--- config.mk ---
export PLATFORM = sky130hd
export DESIGN_NAME = lutram_multi_port_init
export DESIGN_NICKNAME = d
export VERILOG_FILES = /design/src/rtl/lutram_pkg.sv /design/src/rtl/lutram_init_sweep.sv /design/src/rtl/lutram_multi_port_init.sv
export SDC_FILE = /design/constraint.sdc
export NUM_CORES = 1
export LEC_CHECK = 0
export CORE_AREA = 2 2 39 41
export CTS_CLUSTER_DIAMETER = 60
export DETAILED_ROUTE_END_ITERATION = 10
export DIE_AREA = 0 0 41 43
export HOLD_SLACK_MARGIN = 0.12
export PLACE_DENSITY = 0.31
export SYNTH_ARGS = -nofsm -noshare
export SYNTH_HDL_FRONTEND = slang
export SYNTH_SLANG_ARGS = --single-unit
--- constraint.sdc ---
create_clock -name CLK -period 2.27 [get_ports CLK]
set_input_delay 0.454 -clock CLK [delete_from_list [all_inputs] [get_ports CLK]]
set_output_delay 0.454 -clock CLK [all_outputs]
set_load 0.03 [all_outputs]
--- src/rtl/lutram_pkg.sv ---
// Shared types and helpers for the multi-port LUTRAM register file.
package lutram_pkg;

  // Sweep FSM state. The values are kept as plain constants so that older code
  // which compares against bit patterns keeps working.
  typedef logic [0:0] lutram_state_t;
  localparam lutram_state_t ST_INIT  = 1'b0;
  localparam lutram_state_t ST_READY = 1'b1;

  // The lane mask helper works on a fixed-width vector. Entries wider than this
  // are not supported.
  localparam int LUTRAM_MAX_W = 1024;
  localparam int LUTRAM_IDX_W = $clog2(LUTRAM_MAX_W);

  // Number of write-enable lanes. The last lane may be partial.
  function automatic int lutram_lanes(input int data_width, input int lane_width);
    return (data_width + lane_width - 1) / lane_width;
  endfunction

  // Expand per-lane enables into a per-bit mask. Bits at or above data_width
  // are returned as zero.
  function automatic logic [LUTRAM_MAX_W-1:0] lutram_lane_mask(
    input logic [LUTRAM_MAX_W-1:0] be,
    input int                      data_width,
    input int                      lane_width
  );
    logic [LUTRAM_MAX_W-1:0] mask;
    mask = '0;
    for (int i = 0; i < LUTRAM_MAX_W; i++) begin
      if (i < data_width) mask[LUTRAM_IDX_W'(i)] = be[LUTRAM_IDX_W'(i / lane_width)];
    end
    return mask;
  endfunction

endpackage

--- src/rtl/lutram_init_sweep.sv ---
// Init sweep controller: walks cnt from lo to hi, one entry per edge, after
// RST or USER_RST, and reports RDY once every entry has been written.
module lutram_init_sweep
  import lutram_pkg::*;
#(
  parameter int addr_width = 1,
  parameter int lo         = 0,
  parameter int hi         = 1
) (
  input  logic                  CLK,
  input  logic                  RST,
  input  logic                  USER_RST,
  output logic                  sweep_we,
  output logic [addr_width-1:0] sweep_addr,
  output logic                  RDY
);

  localparam logic [addr_width-1:0] LO_A = addr_width'(lo);
  localparam logic [addr_width-1:0] HI_A = addr_width'(hi);

  lutram_state_t         state;
  logic [addr_width-1:0] cnt;

  // FSM and sweep counter. RST and USER_RST restart the sweep identically.
  // NOTE: sequential state is assigned with <= so every flop samples the
  // pre-edge values; blocking = here would create ordering-dependent races.
  always_ff @(posedge CLK) begin
    if (RST || USER_RST) begin
      state <= ST_INIT;
      cnt   <= LO_A;
    end else if (state == ST_INIT) begin
      // Compare against hi rather than waiting for overflow, so a full
      // 2^addr_width array finishes without cnt wrapping.
      if (cnt == HI_A) state <= ST_READY;
      else             cnt   <= cnt + 1'b1;
    end
  end

  // The array is written on every INIT edge except one where RST is high.
  assign sweep_we   = !RST && (state == ST_INIT);
  assign sweep_addr = cnt;
  assign RDY        = (state == ST_READY);

endmodule

--- src/rtl/lutram_multi_port_init.sv ---
// Distributed-RAM register file: one lane-enabled write port, n_read async
// read ports, optional write-first bypass, and a hardware init sweep.
module lutram_multi_port_init
  import lutram_pkg::*;
#(
  parameter int                    addr_width = 1,
  parameter int                    data_width = 1,
  parameter int                    lo         = 0,
  parameter int                    hi         = 1,
  parameter int                    n_read     = 1,
  parameter int                    lane_width = 8,
  parameter logic [data_width-1:0] init_value = '0,
  parameter int                    bypass     = 0
) (
  input  logic                                          CLK,
  input  logic                                          RST,
  input  logic                                          USER_RST,
  output logic                                          RDY,
  input  logic                                          WE,
  input  logic [lutram_lanes(data_width, lane_width)-1:0] BE,
  input  logic [addr_width-1:0]                         ADDR_IN,
  input  logic [data_width-1:0]                         D_IN,
  input  logic [n_read*addr_width-1:0]                  ADDR_R,
  output logic [n_read*data_width-1:0]                  D_OUT_R
);

  localparam int DEPTH = hi - lo + 1;
  localparam int IDX_W = (DEPTH > 1) ? $clog2(DEPTH) : 1;
  localparam int SPAN  = 1 << addr_width;
  localparam logic [addr_width-1:0] LO_A = addr_width'(lo);

  // One bit per possible address: set when lo <= address <= hi. A lookup
  // keeps the range test free of comparisons that can fold to constants.
  function automatic logic [SPAN-1:0] valid_map();
    logic [SPAN-1:0] m;
    m = '0;
    for (int i = 0; i < SPAN; i++) m[addr_width'(i)] = (i >= lo) && (i <= hi);
    return m;
  endfunction
  localparam logic [SPAN-1:0] VALID_MAP = valid_map();

  // Storage is indexed from zero; addresses are offset by lo.
  function automatic logic [IDX_W-1:0] to_idx(input logic [addr_width-1:0] a);
    return IDX_W'(a - LO_A);
  endfunction

  logic                  sweep_we;
  logic [addr_width-1:0] sweep_addr;
  logic                  user_we;
  logic [data_width-1:0] wr_mask;

  (* ram_style = "distributed" *) logic [data_width-1:0] arr [0:DEPTH-1];

  lutram_init_sweep #(
    .addr_width (addr_width),
    .lo         (lo),
    .hi         (hi)
  ) u_sweep (
    .CLK        (CLK),
    .RST        (RST),
    .USER_RST   (USER_RST),
    .sweep_we   (sweep_we),
    .sweep_addr (sweep_addr),
    .RDY        (RDY)
  );

  assign wr_mask = data_width'(lutram_lane_mask(LUTRAM_MAX_W'(BE), data_width, lane_width));

  // A user write needs a ready array, an in-range address and at least one
  // lane; a reset or re-init request on the same edge takes precedence.
  assign user_we = RDY && WE && !RST && !USER_RST && VALID_MAP[ADDR_IN] && (|BE);

  // Write port: the sweep and user writes share the single LUTRAM write port.
  // NOTE: the array has no reset branch; LUTRAM cannot be reset in one cycle,
  // so the init sweep is what gives it a known state.
  always_ff @(posedge CLK) begin
    if (sweep_we) begin
      arr[to_idx(sweep_addr)] <= init_value;
    end else if (user_we) begin
      arr[to_idx(ADDR_IN)] <= (arr[to_idx(ADDR_IN)] & ~wr_mask) | (D_IN & wr_mask);
    end
  end

  for (genvar k = 0; k < n_read; k++) begin : g_read
    logic [addr_width-1:0] ra;
    logic [data_width-1:0] word;

    assign ra = ADDR_R[k*addr_width +: addr_width];

    // Async read with optional write-first forwarding of the enabled lanes.
    // NOTE: word gets a default before any branch so no path leaves it
    // unassigned, which would otherwise infer a latch.
    always_comb begin
      word = init_value;
      if (RDY && VALID_MAP[ra]) begin
        word = arr[to_idx(ra)];
        if ((bypass != 0) && WE && (ra == ADDR_IN)) begin
          word = (word & ~wr_mask) | (D_IN & wr_mask);
        end
      end
    end

    assign D_OUT_R[k*data_width +: data_width] = word;
  end

endmodule

## Word-level counts from Yosys, hierarchy flattened

Memory sizes are Yosys's and may differ from the RTL's.
Cells that the tools add are included.

- Register bits: 2
- Output and inout bits: 2
- Memories: 1
- Bits of input ports: 8
- Bits in writable memories: 2
- Logic and storage cells: 38

- Reduce and logical (&&, ||, !) cells: 11
- Add/subtract/negate cells: 1
- Bitwise logic cells: 5
- Muxes and demuxes: 16
- Magnitude comparators: 2

Memory list:

| memory | depth | bits a word | read ports | clocked after memory_dff | wr ports | line | text |
|---|---|---|---|---|---|---|---|
| arr | 2 | 1 | 2 | 0 | 1 | lutram_multi_port_init.sv:52 | `(* ram_style = "distributed" *) logic [data_width-1:0] arr [0:DEPTH-1];` |

Operators with widths:

| operator | count |
|---|---|
| $mux 1 | 16 |
| $logic_and 1x1->1 | 7 |
| $lt 1x2->1 const B | 2 |
| $and 1x1->1 | 2 |
| $logic_not 1->1 | 2 |
| $not 1->1 | 2 |
| $add 1x1->1 const B | 1 |
| $logic_or 1x1->1 | 1 |
| $or 1x1->1 | 1 |
| $reduce_or 1->1 | 1 |

## Logic depth before layout (Yosys ltp)

Gate-level depths: netlist of the first run.

- Word-level depth: 10
- Depth in mapped cells: 2
- Mapped depth without buffers: 2

## Cells and area by module

A second synthesis of the first run with hierarchy kept.

- Cell total of the unflattened synthesis: 15
- Area total of the unflattened synthesis: 165.2 um2

Modules (own cells, without submodules):

| module | seq. area each (um2) | area each (um2) | times used | cells an instance |
|---|---|---|---|---|
| lutram_multi_port_init | 30.0 | 91.3 | 1 | 8 |
| lutram_init_sweep | 40.0 | 73.8 | 1 | 7 |

## Worst setup path before layout of the first run

No wires, ideal clock.

- Path type: flip-flop to output port
- Start point: reg u_sweep.state, in the netlist u_sweep.RDY
- End point: out D_OUT_R
- Data required time: 1816 ps
- Path buffers: 0
- Stages on the path, launching flop included: 3
- Data arrival time: 1043 ps
- Path slack: 773 ps
- Cells stage by stage: dfxtp_1 nand2_1 nor2_1

- Word-level cells in the longest chain between the ends: 2

Ends and longest elaborated chain:

| item | line | text |
|---|---|---|
| start: declaration | lutram_init_sweep.sv:21 | `lutram_state_t state;` |
| start signal: assignment | lutram_init_sweep.sv:29 | `state <= ST_INIT;` |
| start signal: assignment | lutram_init_sweep.sv:34 | `if (cnt == HI_A) state <= ST_READY;` |
| $logic_and 1x1->1 | lutram_multi_port_init.sv:95 | `if (RDY && VALID_MAP[ra]) begin` |
| $mux 1 | lutram_multi_port_init.sv:95 |  |
| end: declaration | lutram_multi_port_init.sv:24 | `output logic [n_read*data_width-1:0] D_OUT_R` |

Every way passes these cells.

## Worst setup path after layout of the first run

- Start point: in ADDR_R
- End point: out D_OUT_R

- Word-level cells in the longest chain between the ends: 4
- Elaborated cells on any way between the ends: 5
- Classes of those cells: 3 x mux; 1 x reduce/logical; 1 x memory

Ends and longest elaborated chain:

| item | line | text |
|---|---|---|
| start: declaration | lutram_multi_port_init.sv:23 | `input logic [n_read*addr_width-1:0] ADDR_R,` |
| $mux 1 (implied by the code) (2 in series) | lutram_multi_port_init.sv:95 |  |
| $logic_and 1x1->1 | lutram_multi_port_init.sv:95 |  |
| $mux 1 * | lutram_multi_port_init.sv:95 |  |

Mark *: on every way between the ends. The rest lies on a longest branch, timed or not. The select of a mux whose other input is x is not followed.

==> flow_summary_export.csv, run 1 <==
group,metric,value,unit
final_layout,area_delta_synth_final,101,%
grt,grt_max_degree,7,
power,total_power,0.173,mW
worst_setup_path,r2r_cells,2,
final_layout,layout_common_cells,"clkdlybuf4s50_1, clkbuf_4, nor2_1, dfxtp_1",
route,first_iter_violations,2,
clock_network,cts.sinks,3,
sta,fmaxAchievable,482,MHz
worst_setup_path,critPathMaxStageDelay,670,ps
synthesis,syn_area,135,um2
clock_network,hold_buffers,0,
worst_setup_path,critPathMostFrequentCell,"clkdlybuf4s50_1",
worst_setup_path,crit_path_end,"D_OUT_R",
sta,hold_viol,0,
sta,tightest_slew,311,ps
clock_network,cts_tree,"built",
sta,fin_setup_tns,0,ps
clock_network,h-tree-depth,1,
sta,finalWorstPathRequiredPeriod,2070,ps
clock_network,cts_root_buffer,"clkbuf_4",
grt,antenna_found_initial,0,
sta,setup_viol,0,
route,remaining_drc_errors,0,
worst_setup_path,cp_num_buf_inv,2,
route,via_per_inst,3.45,
final_layout,nets,35,
final_layout,nFillCells,152,
clock_network,clk_latency,230,ps
grt,grt_pass1_wl,531,um
final_layout,drive_above_1_share,0.154,
synthesis,ys_ff_latch,3,
sta,relSlewSlack,0.792,
worst_setup_path,cp_top_family,"buffers and inverters",
route,totalWireLength,316,um
hold_path,hold_class,"flip-flop to flip-flop",
worst_setup_path,setup.worst_path.start,"ADDR_R",
clock_network,ctsLongestPathBuffers,2,
synthesis,synth_cells,13,
placed_design,port_buffers,9,
worst_setup_path,worst_r2r_startpoint,"u_sweep.RDY$_SDFF_PP0_",
clock_network,numCtsBuffers,3,
floorplan,die_y,43,um
placed_design,gp_congestion,0.631,
worst_setup_path,worstPathCellList,"clkdlybuf4s50_1 -> nor2_1 -> clkdlybuf4s50_1",
floorplan,start_util,0.0976,
route,vias,145,
worst_setup_path,crit_type,"input pin to primary output",
grt,grt_use_total,0.0542,
worst_setup_path,cp-end-kind,"primary output",
clock_network,postCtsSetupBuffers,0,
worst_setup_path,r2r_end,"arr[0]$_DFFE_PP_",
worst_setup_path,cp.arrival,1620,ps
worst_setup_path,worstSetupPathDepth,3,
power,ir_drop,0.351,mV
route,avgRoutedWirePerCell,7.52,um
grt,grt-ovfl-total,0,
floorplan,die_x,41,um
synthesis,synth-seq-area-share,0.519,
final_layout,seqCellArea,70.1,um2
final_layout,final_common_cell,"clkdlybuf4s50_1",
final_layout,diodes,0,
sta,finalMaxSlewViolations,0,
sta,fin_worst_skew,1.90,ps
floorplan,coreArea,0.00138,mm2
synthesis,avgSynthCellArea,10.4,um2
route,drtPass1Iterations,2,
route,final_antenna_net_count,0,
final_layout,multiInputGateArea,61.3,um2
sta,rsz0062_at_grt,"no",
floorplan,fp.dieArea,0.00176,mm2
floorplan,std_cell_rows,14,
grt,grt_pass1_vias,144,
synthesis,ys_warn_count,0,
sta,fin_crit_sh,0.914,
worst_setup_path,cp_max_fo,1,
synthesis,synth_cell_types,11,
floorplan,io_pins,10,
clock_network,cts_resized,0,
clock_network,clk_pin_slew,30,ps
run_status,run_status,"completed",
power,leakagePower,0.0910,nW
worst_setup_path,reg2reg_setup_slack,1110,ps
worst_setup_path,start_kind,"input pin",
worst_setup_path,cp.required,1820,ps
synthesis,syn_nets,21,
placed_design,hpwl,248,um
worst_setup_path,critPathSlowestCell,"clkdlybuf4s50_1",
run,maxCapViolations,0,
power,p_per_area,637,mW/mm2
[worst register-to-register path: stages, from the launching register on]
cell and delay (ps):
dfxtp_1 410, nand4b_1 180, o31ai_1 260
[power by group]
group          switching, mW  leakage [nW]  internal [mW]  total (mW)
Combinational        0.00690        0.0496         0.0146      0.0215
Clock                 0.0253        0.0150         0.0657      0.0911
Sequential           0.00180        0.0264         0.0584      0.0603
[cell families after synthesis]
family,synth area share
flip-flops,0.519
AND/OR/NAND/NOR,0.343
AO/OA/AOI/OAI,0.111
buffers and inverters,0.0278
[through the flow]
step                      std cells  utilization  setup slack, ps  cell area [um2]  hold WS (ps)
after floorplan                  13            -              773              135           434
after global placement           38        0.177              195              245           456
after detailed placement         38        0.177              191              245           464
after CTS                        42        0.196              185              272           470
after global routing             42        0.196              160              272           510
final                            42        0.196              196              272           466
[routing by layer]
metal,up-vias,share of wire,GRT usage
li1,76,-,-
met1,59,0.45,0.0481
met2,10,0.30,0.0531
met3,0,0.25,0.0838
met4,0,0,0.0400
met5,-,0,0
[synth_stat cells]
master / n / share of area
nor3_1: 1 / 0.037
or3_1: 1 / 0.046
a211oi_1: 1 / 0.056
nand2_1: 1 / 0.028
edfxtp_1: 1 / 0.22
inv_1: 1 / 0.028
nand4b_1: 1 / 0.065
nor2_1: 2 / 0.056
nor4b_2: 1 / 0.11
o31ai_1: 1 / 0.056
dfxtp_1: 2 / 0.30
[flip-flops by register name, indices dropped and copies added (netlist names)]
register	count
arr	1
u_sweep.sweep_addr	1
u_sweep.RDY	1
[worst min-delay path by stage]
stage	slack (ps)	start	end	cells after the start
after global routing	510	u_sweep.sweep_addr$_SDFFE_PP0N_	u_sweep.sweep_addr$_SDFFE_PP0N_	2
after detailed placement	460	u_sweep.sweep_addr$_SDFFE_PP0N_	u_sweep.sweep_addr$_SDFFE_PP0N_	2
after CTS	470	u_sweep.sweep_addr$_SDFFE_PP0N_	u_sweep.sweep_addr$_SDFFE_PP0N_	2
final	470	u_sweep.sweep_addr$_SDFFE_PP0N_	u_sweep.sweep_addr$_SDFFE_PP0N_	2
after global placement	460	u_sweep.sweep_addr$_SDFFE_PP0N_	u_sweep.sweep_addr$_SDFFE_PP0N_	2
after floorplan	430	u_sweep.sweep_addr$_SDFFE_PP0N_	u_sweep.sweep_addr$_SDFFE_PP0N_	2
[final cells by class]
type                       instances  area share
timing repair buffer               9       0.332
sequential                         3       0.258
multi-input combinational          9       0.226
clock buffer                       4      0.0968
tap                               16      0.0737
inverter                           1      0.0138
(Power assumes the default switching activity.)
==> run 2: changes to the inputs <==
==> constraint.sdc (replaced) <==
create_clock -name CLK -period 2.2 [get_ports CLK]
set_input_delay 0.44 -clock CLK [delete_from_list [all_inputs] [get_ports CLK]]
set_output_delay 0.44 -clock CLK [all_outputs]
set_load 0.03 [all_outputs]
==> run 2 against run 1 <==
Net effect: final cell count did not move; clock skew barely moved; clock-buffer cell count did not move; hold slack got worse by 1.9 ps; via count fell by 1.4%; global-route usage rose by 0.10 points; total power rose by 2.8%; setup slack got worse by 33 ps; utilization did not move; highest routed layer unchanged.
==> flow_summary_export.csv, run 2 (synthesis results as in run 1) <==
group,metric,value,unit
worst_setup_path,start_kind,"input pin",
sta,hold_viol,0,
worst_setup_path,cp_top_family,"buffers and inverters",
clock_network,clk_latency,230,ps
route,avgRoutedWirePerCell,7.40,um
power,ir_drop,0.327,mV
worst_setup_path,critPathMaxStageDelay,670,ps
sta,fin_crit_sh,0.926,
worst_setup_path,cp_num_buf_inv,2,
floorplan,fp.dieArea,0.00176,mm2
final_layout,final_common_cell,"clkdlybuf4s50_1",
sta,relSlewSlack,0.799,
clock_network,ctsLongestPathBuffers,2,
final_layout,final_util,0.196,
clock_network,hold_buffers,0,
placed_design,place_ws,154,ps
run_status,run_status,"completed",
final_layout,nets,35,
grt,grt_use_total,0.0552,
floorplan,start_util,0.0976,
worst_setup_path,critPathSlowestCell,"clkdlybuf4s50_1",
placed_design,hpwl,255,um
grt,grt_max_degree,7,
clock_network,numCtsBuffers,3,
clock_network,cts.sinks,3,
sta,rsz0062_at_grt,"no",
sta,fin_setup_tns,0,ps
grt,grt_pass1_wl,552,um
floorplan,die_x,41,um
route,remaining_drc_errors,0,
sta,tightest_slew,300,ps
hold_path,hold_class,"flip-flop to flip-flop",
placed_design,port_buffers,9,
sta,finalMaxSlewViolations,0,
sta,fin_worst_skew,2.04,ps
clock_network,postCtsSetupBuffers,0,
route,via_per_inst,3.40,
clock_network,h-tree-depth,1,
route,final_antenna_net_count,0,
route,drtPass1Iterations,2,
power,leakagePower,0.0910,nW
worst_setup_path,worstPathCellList,"clkdlybuf4s50_1 -> nor2_1 -> clkdlybuf4s50_1",
floorplan,coreArea,0.00138,mm2
worst_setup_path,cp-end-kind,"primary output",
worst_setup_path,cp_max_fo,1,
route,vias,143,
grt,antenna_found_initial,0,
final_layout,drive_above_1_share,0.154,
final_layout,area_delta_synth_final,101,%
floorplan,io_pins,10,
worst_setup_path,crit_type,"input pin to primary output",
run,maxCapViolations,0,
power,total_power,0.178,mW
floorplan,die_y,43,um
placed_design,gp_congestion,0.637,
sta,finalWorstPathRequiredPeriod,2040,ps
floorplan,std_cell_rows,14,
final_layout,diodes,0,
worst_setup_path,cp.arrival,1600,ps
clock_network,cts_root_buffer,"clkbuf_4",
worst_setup_path,cp.required,1760,ps
route,totalWireLength,311,um
worst_setup_path,critPathMostFrequentCell,"clkdlybuf4s50_1",
power,p_per_area,654,mW/mm2
sta,holdWs,464,ps
route,first_iter_violations,3,
sta,fin_ws,163,ps
clock_network,cts_tree,"built",
sta,fmaxAchievable,491,MHz
clock_network,clk_pin_slew,30,ps
grt,grt-ovfl-total,0,
final_layout,layout_common_cells,"clkdlybuf4s50_1, clkbuf_4, nor2_1, dfxtp_1",
grt,grt_pass1_vias,155,
clock_network,cts_resized,0,
sta,setup_viol,0,
==> run 2: cell counts in the layout (fill, tap and decap cells not counted) <==
No cell type changed its count.
==> run 2: worst register-to-register path, cell delays in order, from the launching register on <==
cell	delay, ps
dfxtp_1	410
nand4b_1	190
o31ai_1	260
==> run 2: through the flow <==
step / std cells / instance area, um2
floorplan: 13 / 135
global placement: 38 / 245
detailed placement: 38 / 245
CTS: 42 / 272
global route: 42 / 272
finish: 42 / 272
==> run 2: routing by layer <==
layer | track usage | vias to the layer above | wire length (um)
met1 | 0.0513 | 57 | 151
met2 | 0.0563 | 10 | 91
met4 | 0.0400 | 0 | 0
met5 | 0 | - | 0
met3 | 0.0785 | 0 | 69
li1 | - | 76 | -
==> run 2: where the power goes <==
group	switching [mW]	internal, mW	total, mW
combinational	0.00717	0.0151	0.0223
sequential	0.00187	0.0603	0.0622
clock	0.0254	0.0677	0.0931
total	0.0344	0.143	0.178
==> run 2: cell type report <==
| class | instances | area [um2] |
|---|---|---|
| Tap cell | 16 | 20.0 |
| Clock buffer | 4 | 26.3 |
| Fill cell | 154 | 1110 |
| Multi-Input combinational cell | 9 | 61.3 |
| Timing Repair Buffer | 9 | 90.1 |
| Sequential cell | 3 | 70.1 |
| Inverter | 1 | 3.75 |
==> run 2: path summary, 6_finish.rpt <==
| kind | cells past startpoint | slack, ps | start | endpoint |
|---|---|---|---|---|
| setup reg to reg | 2 | 1030 | u_sweep.RDY$_SDFF_PP0_ | arr[0]$_DFFE_PP_ |
| hold reg to reg | 2 | 460 | u_sweep.sweep_addr$_SDFFE_PP0N_ | u_sweep.sweep_addr$_SDFFE_PP0N_ |
| setup / recovery | 3 | 160 | ADDR_R | D_OUT_R |
| hold / removal | 2 | 460 | u_sweep.sweep_addr$_SDFFE_PP0N_ | u_sweep.sweep_addr$_SDFFE_PP0N_ |
==> run 3: changes to the inputs <==
--- a/config.mk
+++ b/config.mk
@@ -9,8 +9,10 @@
 export CTS_CLUSTER_DIAMETER = 60
 export DETAILED_ROUTE_END_ITERATION = 10
 export DIE_AREA = 0 0 41 43
+export GPL_TIMING_DRIVEN = 0
 export HOLD_SLACK_MARGIN = 0.12
 export PLACE_DENSITY = 0.31
+export SKIP_LAST_GASP = 1
 export SYNTH_ARGS = -nofsm -noshare
 export SYNTH_HDL_FRONTEND = slang
 export SYNTH_SLANG_ARGS = --single-unit
==> run 3 against run 2 <==
Net effect: sequential power barely moved; critical endpoint unchanged; total power rose by 0.47%; flip-flop and latch count did not move; maximum frequency barely moved; final cell count did not move; hold slack improved by 3.3 ps; cell area did not move; non-clock buffer count did not move; die area did not move; clock skew barely moved; first-iteration DRC count rose by 33%; register-to-register slack improved by 20 ps.
==> flow_summary_export.csv, run 3 (synthesis results as in run 1) <==
group,metric,value,unit
run_status,run_status,"completed",
run,maxCapViolations,0,
grt,grt_pass1_vias,143,
placed_design,hpwl,231,um
power,comb_power_share,0.126,
clock_network,ctsLongestPathBuffers,2,
worst_setup_path,cp_max_fo,1,
power,ir_drop,0.361,mV
sta,fin_setup_tns,0,ps
worst_setup_path,start_kind,"input pin",
route,remaining_drc_errors,0,
final_layout,diodes,0,
placed_design,dp_cells,38,
grt,antenna_found_initial,0,
worst_setup_path,cp.required,1760,ps
power,p_switching,0.0352,mW
clock_network,cts_resized,0,
route,final_antenna_net_count,0,
power,p_per_area,657,mW/mm2
power,clkPwrFrac,0.526,
clock_network,h-tree-depth,1,
final_layout,drive_above_1_share,0.154,
placed_design,gp_congestion,0.625,
route,vias,144,
sta,fin_worst_skew,2.06,ps
route,avgRoutedWirePerCell,7.33,um
grt,grt_use_total,0.0532,
hold_path,hold_class,"flip-flop to flip-flop",
sta,finalMaxSlewViolations,0,
final_layout,area_delta_synth_final,101,%
final_layout,layout.cells.non_filler,42,
sta,fmaxAchievable,491,MHz
clock_network,clk_latency,230,ps
clock_network,clk_pin_slew,30,ps
floorplan,coreArea,0.00138,mm2
sta,tightest_slew,303,ps
floorplan,std_cell_rows,14,
worst_setup_path,cp.arrival,1600,ps
clock_network,postCtsSetupBuffers,0,
clock_network,cts.sinks,3,
sta,relSlewSlack,0.798,
placed_design,port_buffers,9,
sta,finalWorstPathRequiredPeriod,2040,ps
power,p_sw_frac,0.197,
route,via_per_inst,3.43,
route,first_iter_violations,4,
sta,fin_crit_sh,0.927,
worst_setup_path,crit_type,"input pin to primary output",
floorplan,io_pins,10,
floorplan,die_x,41,um
floorplan,die_y,43,um
route,totalWireLength,308,um
grt,grt-ovfl-total,0,
final_layout,nFillCells,148,
final_layout,layout_common_cells,"clkdlybuf4s50_1, clkbuf_4, nor2_1, dfxtp_1",
clock_network,cts_root_buffer,"clkbuf_4",
clock_network,cts_tree,"built",
power,leakagePower,0.0910,nW
power,p_seq_frac,0.348,
grt,grt_max_degree,7,
grt,grt_pass1_wl,517,um
sta,rsz0062_at_grt,"no",
floorplan,fp.dieArea,0.00176,mm2
final_layout,final_common_cell,"clkdlybuf4s50_1",
floorplan,start_util,0.0976,
final_layout,nets,35,
sta,setup_viol,0,
worst_setup_path,cp-end-kind,"primary output",
clock_network,hold_buffers,0,
route,drtPass1Iterations,2,
power,intPower,0.143,mW
sta,hold_viol,0,
clock_network,numCtsBuffers,3,
## run 3: critical path, cell delays in order
cell             delay [ps]
clkdlybuf4s50_1         400
nor2_1                   90
clkdlybuf4s50_1         670
## run 3: path summary, 6_finish.rpt
check / startpoint / end / slack [ps] / cells past startpoint
worst max-delay path: ADDR_R / D_OUT_R / 160 / 3
worst min-delay path: u_sweep.sweep_addr$_SDFFE_PP0N_ / u_sweep.sweep_addr$_SDFFE_PP0N_ / 470 / 2
worst max register to register: u_sweep.RDY$_SDFF_PP0_ / arr[0]$_DFFE_PP_ / 1050 / 2
worst min register to register: u_sweep.sweep_addr$_SDFFE_PP0N_ / u_sweep.sweep_addr$_SDFFE_PP0N_ / 470 / 2
## run 3: area by class of cell
type / count / area, um2 / share of cell area
sequential: 3 / 70.1 / 0.258
timing repair buffer: 9 / 90.1 / 0.332
clock buffer: 4 / 26.3 / 0.0968
inverter: 1 / 3.75 / 0.0138
tap: 16 / 20.0 / 0.0737
multi-input combinational: 9 / 61.3 / 0.226
## run 3: metal layers
layer	global-route usage	part of all wire	up-vias
met5	0	0	-
met4	0.0400	0	0
met3	0.0838	0.24	0
met2	0.0500	0.28	10
met1	0.0481	0.48	58
li1	-	-	76
## run 3: through the flow
step           hold slack (ps)  instance area, um2  total power [mW]   util  setup slack (ps)
6_report                   468                 272             0.178  0.196               162
5_1_grt                    512                 272             0.194  0.196              94.4
4_1_cts                    471                 272             0.185  0.196               155
3_5_place_dp               462                 245            0.0853  0.177               161
3_3_place_gp               456                 245            0.0851  0.177               155
2_1_floorplan              434                 135            0.0689      -               717
## run 3: power by group through the flow
stage / Sequential [mW] / Clock, mW / Combinational, mW
5_1_grt: 0.0625 / 0.107 / 0.0247
2_1_floorplan: 0.0639 / 0 / 0.00500
3_3_place_gp: 0.0628 / 0 / 0.0223
4_1_cts: 0.0622 / 0.100 / 0.0226
3_5_place_dp: 0.0630 / 0 / 0.0224
6_report: 0.0621 / 0.0939 / 0.0224
